## src/rtl/note_recorder_pkg.sv

```systemverilog
// Shared encodings for the note recorder: FSM states, octave codes, event layout
// and the note-number to one-hot helper used on the replay side.
package note_recorder_pkg;

  localparam logic [1:0] ST_IDLE  = 2'd0;
  localparam logic [1:0] ST_REC   = 2'd1;
  localparam logic [1:0] ST_FETCH = 2'd2;
  localparam logic [1:0] ST_PLAY  = 2'd3;

  localparam logic [1:0] OCT_MID  = 2'd0;
  localparam logic [1:0] OCT_HIGH = 2'd1;
  localparam logic [1:0] OCT_LOW  = 2'd2;

  // Event word, LSB first: dur[DUR_W-1:0], oct at DUR_W, note at DUR_W+OCT_W
  localparam int NOTE_W = 3;
  localparam int OCT_W  = 2;
  localparam int CODE_W = NOTE_W + OCT_W;

  function automatic logic [6:0] note_onehot(input logic [NOTE_W-1:0] note);
    logic [6:0] oh;
    case (note)
      3'd1:    oh = 7'b0000001;
      3'd2:    oh = 7'b0000010;
      3'd3:    oh = 7'b0000100;
      3'd4:    oh = 7'b0001000;
      3'd5:    oh = 7'b0010000;
      3'd6:    oh = 7'b0100000;
      3'd7:    oh = 7'b1000000;
      default: oh = 7'b0000000;
    endcase
    return oh;
  endfunction

endpackage

```

## src/rtl/recorder_mem.sv

```systemverilog
// Simple dual-port event store: synchronous write, registered read (1-cycle latency).
// Array contents are intentionally not reset.
module recorder_mem #(
  parameter int DEPTH  = 32,
  parameter int ADDR_W = 5,
  parameter int DATA_W = 11
) (
  input  logic              clk,
  input  logic              reset,
  input  logic              wr_en,
  input  logic [ADDR_W-1:0] wr_addr,
  input  logic [DATA_W-1:0] wr_data,
  input  logic [ADDR_W-1:0] rd_addr,
  output logic [DATA_W-1:0] rd_data
);

  logic [DATA_W-1:0] mem_r [DEPTH];
  logic [DATA_W-1:0] rd_data_r;

  // Array write port
  always_ff @(posedge clk) begin
    if (wr_en) begin
      mem_r[wr_addr] <= wr_data;
    end
  end

  // Registered read port
  always_ff @(posedge clk or negedge reset) begin
    if (!reset) begin
      rd_data_r <= DATA_W'(0);
    end else begin
      rd_data_r <= mem_r[rd_addr];
    end
  end

  assign rd_data = rd_data_r;

endmodule

```

## src/rtl/note_recorder.sv

```systemverilog
// Record-and-replay engine: captures free-mode notes as timed events and
// replays them as a note/octave stream for the tone generator.
module note_recorder
  import note_recorder_pkg::*;
#(
  parameter int DEPTH    = 32,
  parameter int ADDR_W   = 5,
  parameter int DUR_W    = 6,
  parameter int TICK_DIV = 5000000
) (
  input  logic              clk,
  input  logic              reset,
  input  logic              rec_start,
  input  logic              rec_stop,
  input  logic              play_start,
  input  logic [6:0]        notes,
  input  logic              ishigher,
  input  logic              islower,
  output logic [6:0]        play_note,
  output logic              play_higher,
  output logic              play_lower,
  output logic              recording,
  output logic              playing,
  output logic              full,
  output logic [ADDR_W:0]   count,
  output logic [ADDR_W-1:0] cur_idx
);

  localparam int                EVT_W     = CODE_W + DUR_W;
  localparam int                TICK_W    = (TICK_DIV > 1) ? $clog2(TICK_DIV) : 1;
  localparam logic [TICK_W-1:0] TICK_LAST = TICK_W'(TICK_DIV - 1);
  localparam logic [DUR_W-1:0]  DUR_MAX   = {DUR_W{1'b1}};
  localparam logic [ADDR_W:0]   CNT_FULL  = (ADDR_W+1)'(DEPTH);

  // Lowest pressed switch wins; both octave switches together mean middle octave
  function automatic logic [CODE_W-1:0] code_of(input logic [6:0] n, input logic hi, input logic lo);
    logic [NOTE_W-1:0] nt;
    logic [OCT_W-1:0]  oc;
    casez (n)
      7'b??????1: nt = 3'd1;
      7'b?????10: nt = 3'd2;
      7'b????100: nt = 3'd3;
      7'b???1000: nt = 3'd4;
      7'b??10000: nt = 3'd5;
      7'b?100000: nt = 3'd6;
      7'b1000000: nt = 3'd7;
      default:    nt = 3'd0;
    endcase
    case ({hi, lo})
      2'b10:   oc = OCT_HIGH;
      2'b01:   oc = OCT_LOW;
      default: oc = OCT_MID;
    endcase
    return {nt, oc};
  endfunction

  logic [1:0]        state_r, state_nxt_s;
  logic [TICK_W-1:0] tick_cnt_r;
  logic              tick_s, tick_clr_s;
  logic [ADDR_W:0]   count_r, count_nxt_s, count_inc_s;
  logic              full_r, full_nxt_s;
  logic [CODE_W-1:0] live_s, cur_r, cur_nxt_s;
  logic [DUR_W-1:0]  dur_r, dur_nxt_s, rem_r, rem_nxt_s;
  logic [ADDR_W-1:0] idx_r, idx_nxt_s, cur_idx_r;
  logic [6:0]        note_r, note_nxt_s;
  logic              hi_r, hi_nxt_s, lo_r, lo_nxt_s;
  logic              recording_r, playing_r, last_s, wr_en_s;
  logic [EVT_W-1:0]  rd_data_s;

  assign live_s      = code_of(notes, ishigher, islower);
  assign count_inc_s = count_r + (ADDR_W+1)'(1);
  assign last_s      = ({1'b0, idx_r} == (count_r - (ADDR_W+1)'(1)));
  assign tick_s      = ((state_r == ST_REC) || (state_r == ST_PLAY)) && (tick_cnt_r == TICK_LAST);

  // Tick divider; frozen outside REC/PLAY so FETCH adds exactly one clock
  always_ff @(posedge clk or negedge reset) begin
    if (!reset) begin
      tick_cnt_r <= TICK_W'(0);
    end else if (tick_clr_s || tick_s) begin
      tick_cnt_r <= TICK_W'(0);
    end else if ((state_r == ST_REC) || (state_r == ST_PLAY)) begin
      tick_cnt_r <= tick_cnt_r + TICK_W'(1);
    end else begin
      tick_cnt_r <= tick_cnt_r;
    end
  end

  // Next-state, event capture and replay decode
  always_comb begin
    state_nxt_s = state_r;
    count_nxt_s = count_r;
    full_nxt_s  = full_r;
    cur_nxt_s   = cur_r;
    dur_nxt_s   = dur_r;
    idx_nxt_s   = idx_r;
    rem_nxt_s   = rem_r;
    note_nxt_s  = note_r;
    hi_nxt_s    = hi_r;
    lo_nxt_s    = lo_r;
    tick_clr_s  = 1'b0;
    wr_en_s     = 1'b0;
    case (state_r)
      ST_IDLE: begin
        note_nxt_s = 7'd0;
        hi_nxt_s   = 1'b0;
        lo_nxt_s   = 1'b0;
        if (rec_start) begin
          state_nxt_s = ST_REC;
          count_nxt_s = (ADDR_W+1)'(0);
          full_nxt_s  = 1'b0;
          cur_nxt_s   = live_s;
          dur_nxt_s   = DUR_W'(0);
          tick_clr_s  = 1'b1;
        end else if (play_start && (count_r != (ADDR_W+1)'(0))) begin
          state_nxt_s = ST_FETCH;
          idx_nxt_s   = ADDR_W'(0);
          tick_clr_s  = 1'b1;
        end else begin
          state_nxt_s = ST_IDLE;
        end
      end
      ST_REC: begin
        note_nxt_s = 7'd0;
        hi_nxt_s   = 1'b0;
        lo_nxt_s   = 1'b0;
        if (rec_stop) begin
          state_nxt_s = ST_IDLE;
          if (dur_r != DUR_W'(0)) begin
            wr_en_s     = 1'b1;
            count_nxt_s = count_inc_s;
            full_nxt_s  = (count_inc_s == CNT_FULL);
          end else begin
            wr_en_s = 1'b0;
          end
        end else if (tick_s) begin
          if ((live_s == cur_r) && (dur_r != DUR_MAX)) begin
            dur_nxt_s = dur_r + DUR_W'(1);
          end else begin
            cur_nxt_s = live_s;
            dur_nxt_s = DUR_W'(1);
            if (dur_r != DUR_W'(0)) begin
              wr_en_s     = 1'b1;
              count_nxt_s = count_inc_s;
              // Last slot used: the event just started is dropped
              if (count_inc_s == CNT_FULL) begin
                state_nxt_s = ST_IDLE;
                full_nxt_s  = 1'b1;
              end else begin
                full_nxt_s  = 1'b0;
              end
            end else begin
              wr_en_s = 1'b0;
            end
          end
        end else begin
          state_nxt_s = ST_REC;
        end
      end
      ST_FETCH: begin
        state_nxt_s = ST_PLAY;
        rem_nxt_s   = rd_data_s[DUR_W-1:0];
        note_nxt_s  = note_onehot(rd_data_s[EVT_W-1 -: NOTE_W]);
        hi_nxt_s    = (rd_data_s[DUR_W +: OCT_W] == OCT_HIGH);
        lo_nxt_s    = (rd_data_s[DUR_W +: OCT_W] == OCT_LOW);
      end
      ST_PLAY: begin
        if (rec_stop) begin
          state_nxt_s = ST_IDLE;
          note_nxt_s  = 7'd0;
          hi_nxt_s    = 1'b0;
          lo_nxt_s    = 1'b0;
        end else if (tick_s) begin
          rem_nxt_s = rem_r - DUR_W'(1);
          if (rem_r > DUR_W'(1)) begin
            state_nxt_s = ST_PLAY;
          end else if (last_s) begin
            state_nxt_s = ST_IDLE;
            note_nxt_s  = 7'd0;
            hi_nxt_s    = 1'b0;
            lo_nxt_s    = 1'b0;
          end else begin
            state_nxt_s = ST_FETCH;
            idx_nxt_s   = idx_r + ADDR_W'(1);
          end
        end else begin
          state_nxt_s = ST_PLAY;
        end
      end
      default: begin
        state_nxt_s = ST_IDLE;
      end
    endcase
  end

  // State and registered outputs
  always_ff @(posedge clk or negedge reset) begin
    if (!reset) begin
      state_r     <= ST_IDLE;
      count_r     <= (ADDR_W+1)'(0);
      full_r      <= 1'b0;
      cur_r       <= CODE_W'(0);
      dur_r       <= DUR_W'(0);
      idx_r       <= ADDR_W'(0);
      rem_r       <= DUR_W'(0);
      note_r      <= 7'd0;
      hi_r        <= 1'b0;
      lo_r        <= 1'b0;
      recording_r <= 1'b0;
      playing_r   <= 1'b0;
      cur_idx_r   <= ADDR_W'(0);
    end else begin
      state_r     <= state_nxt_s;
      count_r     <= count_nxt_s;
      full_r      <= full_nxt_s;
      cur_r       <= cur_nxt_s;
      dur_r       <= dur_nxt_s;
      idx_r       <= idx_nxt_s;
      rem_r       <= rem_nxt_s;
      note_r      <= note_nxt_s;
      hi_r        <= hi_nxt_s;
      lo_r        <= lo_nxt_s;
      recording_r <= (state_nxt_s == ST_REC);
      playing_r   <= (state_nxt_s == ST_FETCH) || (state_nxt_s == ST_PLAY);
      cur_idx_r   <= (state_nxt_s == ST_REC) ? count_nxt_s[ADDR_W-1:0] :
                     (state_nxt_s == ST_IDLE) ? ADDR_W'(0) : idx_nxt_s;
    end
  end

  // Read address is the next index so data is ready when FETCH loads it
  recorder_mem #(
    .DEPTH  (DEPTH),
    .ADDR_W (ADDR_W),
    .DATA_W (EVT_W)
  ) u_mem (
    .clk     (clk),
    .reset   (reset),
    .wr_en   (wr_en_s),
    .wr_addr (count_r[ADDR_W-1:0]),
    .wr_data ({cur_r, dur_r}),
    .rd_addr (idx_nxt_s),
    .rd_data (rd_data_s)
  );

  assign play_note   = note_r;
  assign play_higher = hi_r;
  assign play_lower  = lo_r;
  assign recording   = recording_r;
  assign playing     = playing_r;
  assign full        = full_r;
  assign count       = count_r;
  assign cur_idx     = cur_idx_r;

endmodule

```

## config.mk

```make
export PLATFORM = sky130hd
export DESIGN_NAME = note_recorder
export DESIGN_NICKNAME = d
export VERILOG_FILES = /design/src/rtl/note_recorder_pkg.sv /design/src/rtl/recorder_mem.sv /design/src/rtl/note_recorder.sv
export SDC_FILE = /design/constraint.sdc
export NUM_CORES = 1
export LEC_CHECK = 0
export CAP_MARGIN = 10
export CORE_UTILIZATION = 50
export CTS_CLUSTER_SIZE = 16
export DETAILED_ROUTE_END_ITERATION = 16
export PLACE_DENSITY_LB_ADDON = 0.05
export SETUP_SLACK_MARGIN = 0.3
export SYNTH_ARGS = -nofsm -noshare
export SYNTH_HDL_FRONTEND = slang
export SYNTH_HIERARCHICAL = 1
export SYNTH_SLANG_ARGS = --single-unit
```

## constraint.sdc

```tcl
create_clock -name clk -period 4.2 [get_ports clk]
set_clock_uncertainty 0.2 [all_clocks]
set_input_delay 0.84 -clock clk [delete_from_list [all_inputs] [get_ports clk]]
set_output_delay 0.84 -clock clk [all_outputs]
set_load 0.05 [all_outputs]
```

==> impl.org <==
** Outcome
- The run finished with clean final reports.

** CTS
- Number of buffers created by CTS :: 46
- Clock transition at path regs :: 0.06 ns
- The H-tree was split into 2 levels.
- Counting every sink on the clock net gives 433.
- TritonCTS built the clock tree.
- CTS Buffer Depth :: 3
- Insertion delay to the later sink of the worst-skew pair :: 0.59 ns
- Clock tree synthesis selected as its root buffer the cell sky130_fd_sc_hd__clkbuf_16.
- Cts hold-fix bufs :: 0

** Route
- Remaining antenna violation count :: 0
- Residual DRC count :: 0
- Via count of the routed design :: 11305
- In the routed layout, each cell is associated on average with a via count of 5.86.
- Dividing the detail-routed wire length by the instance count gives 24.1 um.
- The first TritonRoute pass finished after 5 iterations.
- Wires add up to 46.5 mm.
- Iteration-0 DRC count of the detailed router :: 905

** Setup path
- CP Data Required Time :: 4.51 ns
- Biggest cell delay along the critical path :: 0.62 ns
- Endpoint class of the critical path :: flop
- STA classifies the critical path startpoint as a flop.
- CP Buf/Inv Count :: 2
- Startpoint-to-endpoint class of the critical path :: reg2reg
- The signal on the critical path passes through ha_2, nand4_1, buf_4, nor4_4, nand4_1, or4_4, nor4b_4, nor2_1, a221o_1, buf_12, or2_4, nor3_2, a31oi_2, nand3_1.
- Of all nets on the critical path, the largest fanout is 7.
- For this design, the slowest cell found on the critical path is sky130_fd_sc_hd__or4_4.
- The kind of cell with the highest combined delay along the critical path is simple AND/OR/NAND/NOR gates.
- STA puts the critical path data arrival time at 4.18 ns.
- Most used cell, CP :: sky130_fd_sc_hd__nand4_1

** Pwr
- Clock group share of total power :: 40.0%
- Total Power :: 10.7 mW
- Sw Pwr :: 2.71 mW
- Of the total power, combinational logic draws 12.8%.
- Register share of total power :: 47.1%
- In this run the static leakage power is 7.68 nW.
- Cell internal power was estimated by the tool at 7.95 mW.
- VDD sags by at most 0.369 mV.
- Power spread over the standard cell area amounts to 478 nW/um^2.
- Of the total power, the share spent switching nets is 25.4%.

** Floorplan
- For this configuration, the core starts out at a cell density of 50.8%.
- Area of the die :: 37800 sq um
- Site row count :: 70
- I/O pin cnt :: 37
- From bottom edge to top edge, the die measures 195 um.
- Core outline area :: 36500 sq um
- The die is 195 um wide.

** Logic synthesis
- Of all flip-flops after synthesis, the portion carrying an async set or reset was 18.7%.
- Syn Nets :: 1299
- Synthesis instantiated 75 different standard cells from the library.
- Netlist Area Pre-Place :: 18500 sq um
- Among all flip-flop cells after synthesis, the most frequent one is sky130_fd_sc_hd__edfxtp_1.
- Count of flip-flops with a built-in enable after synthesis :: 352
- A synthesized cell averages 14.6 sq um.
- Gate count of the mapped netlist :: 1272
- Share of synthesized area occupied by flip-flops and latches :: 68.0%
- In this run, synthesis produced a sequential element count of 433.
- For this run, the number of Yosys warnings is 6.

** Layout
- After filler insertion, the fill cell instance count of the layout stands at 2771.
- Most frequent standard cell in the layout excluding fill and tap cells :: sky130_fd_sc_hd__edfxtp_1
- Post-Layout Inst Area :: 22300 sq um
- The area growth from synthesis to layout is 20.3%.
- In the final design database the tool counted 1452 nets.
- Total area of multi-input combinational cells :: 5830 sq um
- The top cell types in the final layout, fill and taps aside, are sky130_fd_sc_hd__edfxtp_1 (352), sky130_fd_sc_hd__mux2i_1 (174), sky130_fd_sc_hd__buf_4 (100).
- Area taken by flip-flops and latches :: 12600 sq um
- Cell Count, Final, Fillers Out :: 1929
- Cells with a size suffix above 1 make up 20.0% of the layout.

** Placement
- The placed instances occupy a cell area of 19900 sq um.
- Summed over all nets, the half-perimeter wirelength after detailed placement is 28.8 mm.
- Total of buffers placed on input and output ports :: 36
- Routability-driven placement finished with a final weighted congestion of 0.850.
- The number of placed instances, taps included, is 1814.

** Timing
- Number of endpoints failing setup at the final stage :: 0
- Setup repair after global routing could not meet its margin everywhere.
- The hold violation count in the final report was 0.
- Share of the clock period used by the worst path after layout :: 92.1%
- In the final timing run, aggregate negative setup slack is 0 ns.
- Count of pins over their slew limit :: 0
- Slew at the pin with the worst max-slew slack :: 1.08 ns
- Shortest clock period the worst path allows after layout :: 3.87 ns
- Measured against its own limit, the worst slew margin works out to 28.0%.
- Derived from the worst setup path, the maximum achievable clock frequency is 0.258 GHz.

** Global route
- The number of antenna violations at the first check in global routing was 1.
- Maximum number of pins on one net before global-route repair :: 82
- Global route overflow :: 0
- The first global-routing pass estimated 68.7 mm of wire.
- Via count of the first global-routing pass :: 10980
- GRT Resource Usage Total :: 24.7%

** Min path
- Worst min-delay path category :: in2async

** Run
- Max-cap violations in this run came to 0.
==> cell type report <==
| cell class | count | area share, % |
|---|---|---|
| repair buffers | 161 | 7.17 |
| clock buffers | 61 | 5.51 |
| flip-flops and latches | 433 | 56.5 |
| clock inverters | 22 | 1.58 |
| inverters | 26 | 0.438 |
| multi-input cells | 757 | 26.2 |
| well taps | 468 | 2.63 |
| diodes | 1 | 0.0112 |
==> final timing paths <==
kind,startpoint,to,slack (ns),cells after the start
max,tick_cnt_r[0],u_mem/rd_data[0],0.33,14
min,reset,tick_cnt_r[7],0.25,1
max reg2reg,tick_cnt_r[0],u_mem/rd_data[0],0.33,14
min reg2reg,play_note[6],play_note[6],0.30,1
max in group asynchronous,reset,count[0],2.77,1
min in group clk,play_note[6],play_note[6],0.30,1
==> flip-flops by register name, summed over array words and instances, names as in the netlist <==
signal,count
cur_r,5
idx_r,5
play_lower,1
state_r,2
dur_r,6
recording,1
tick_cnt_r,23
full,1
playing,1
cur_idx,5
play_note,7
play_higher,1
u_mem/rd_data,11
u_mem/mem_r,352
rem_r,6
count,6
==> routing by layer <==
layer / GRT usage (%) / up-vias / routed length (um)
met5: 0 / - / 0
met4: 8.99 / 0 / 1030
met3: 3.57 / 60 / 2670
met2: 39.1 / 339 / 22400
met1: 34.9 / 5738 / 20400
li1: - / 5168 / -
==> cell families after synthesis <==
logic type	count (synthesis)	synth area share, %
AO/OA/AOI/OAI	203	7.76
XOR/XNOR	26	1.23
adder cells (fa/ha/maj)	13	0.878
buffers and inverters	84	2.95
flip-flops	433	68.0
multiplexers	187	10.2
AND/OR/NAND/NOR	326	9.07
==> metrics by stage <==
step | hold WS (ns) | util [%] | setup WS (ns)
floorplan | 0.273 | - | 0.368
global placement | 0.287 | 54.5 | -0.156
detailed placement | 0.295 | 54.5 | -0.240
CTS | 0.296 | 59.6 | 0.286
global route | 0.323 | 61.0 | 0.176
finish | 0.255 | 61.0 | 0.331
==> what timing repair did <==
action,CTS,global route
pin swaps,7,29
gates resized for setup,26,62
gates cloned,4,4
setup endpoints to repair,11,138
setup buffers,9,14
endpoints found under the hold margin,0,0
==> power groups by stage <==
stage               clock network [mW]  logic [mW]  registers (mW)
floorplan                            0       0.626            5.28
global placement                     0        1.33            5.11
detailed placement                   0        1.35            5.11
CTS                               4.35        1.36            5.02
global route                      4.51        1.48            5.04
finish                            4.27        1.37            5.02
==> synthesized netlist by cell type (all sizes together), types with 3 or more instances <==
| master | instances | area share (%) |
|---|---|---|
| edfxtp | 352 | 57 |
| mux2i | 179 | 9.7 |
| nor2 | 93 | 1.9 |
| dfrtp | 81 | 11 |
| nand2 | 68 | 1.4 |
| a22oi | 46 | 1.9 |
| nand3 | 44 | 1.2 |
| a21oi | 43 | 1.2 |
| buf | 41 | 2.0 |
| o21ai | 36 | 1.1 |
| inv | 26 | 0.53 |
| a22o | 23 | 1.1 |
| nor3 | 21 | 0.59 |
| xor2 | 20 | 0.95 |
| nand4 | 19 | 0.64 |
| clkbuf | 17 | 0.40 |
| a31oi | 16 | 0.54 |
| nand2b | 16 | 0.54 |
| and3 | 13 | 0.45 |
| ha | 13 | 0.88 |
| nor2b | 9 | 0.30 |
| mux2 | 8 | 0.49 |
| nor4 | 8 | 0.43 |
| nand3b | 6 | 0.24 |
| xnor2 | 6 | 0.28 |
| a21boi | 5 | 0.24 |
| or3 | 5 | 0.17 |
| o31ai | 4 | 0.16 |
| or4 | 4 | 0.20 |
| a211oi | 3 | 0.15 |
| a21o | 3 | 0.12 |
| and2 | 3 | 0.10 |
| nand4b | 3 | 0.14 |
| nor4b | 3 | 0.18 |
| o211ai | 3 | 0.12 |
| o31a | 3 | 0.14 |
| or3b | 3 | 0.14 |
(Power assumes the default switching activity.)
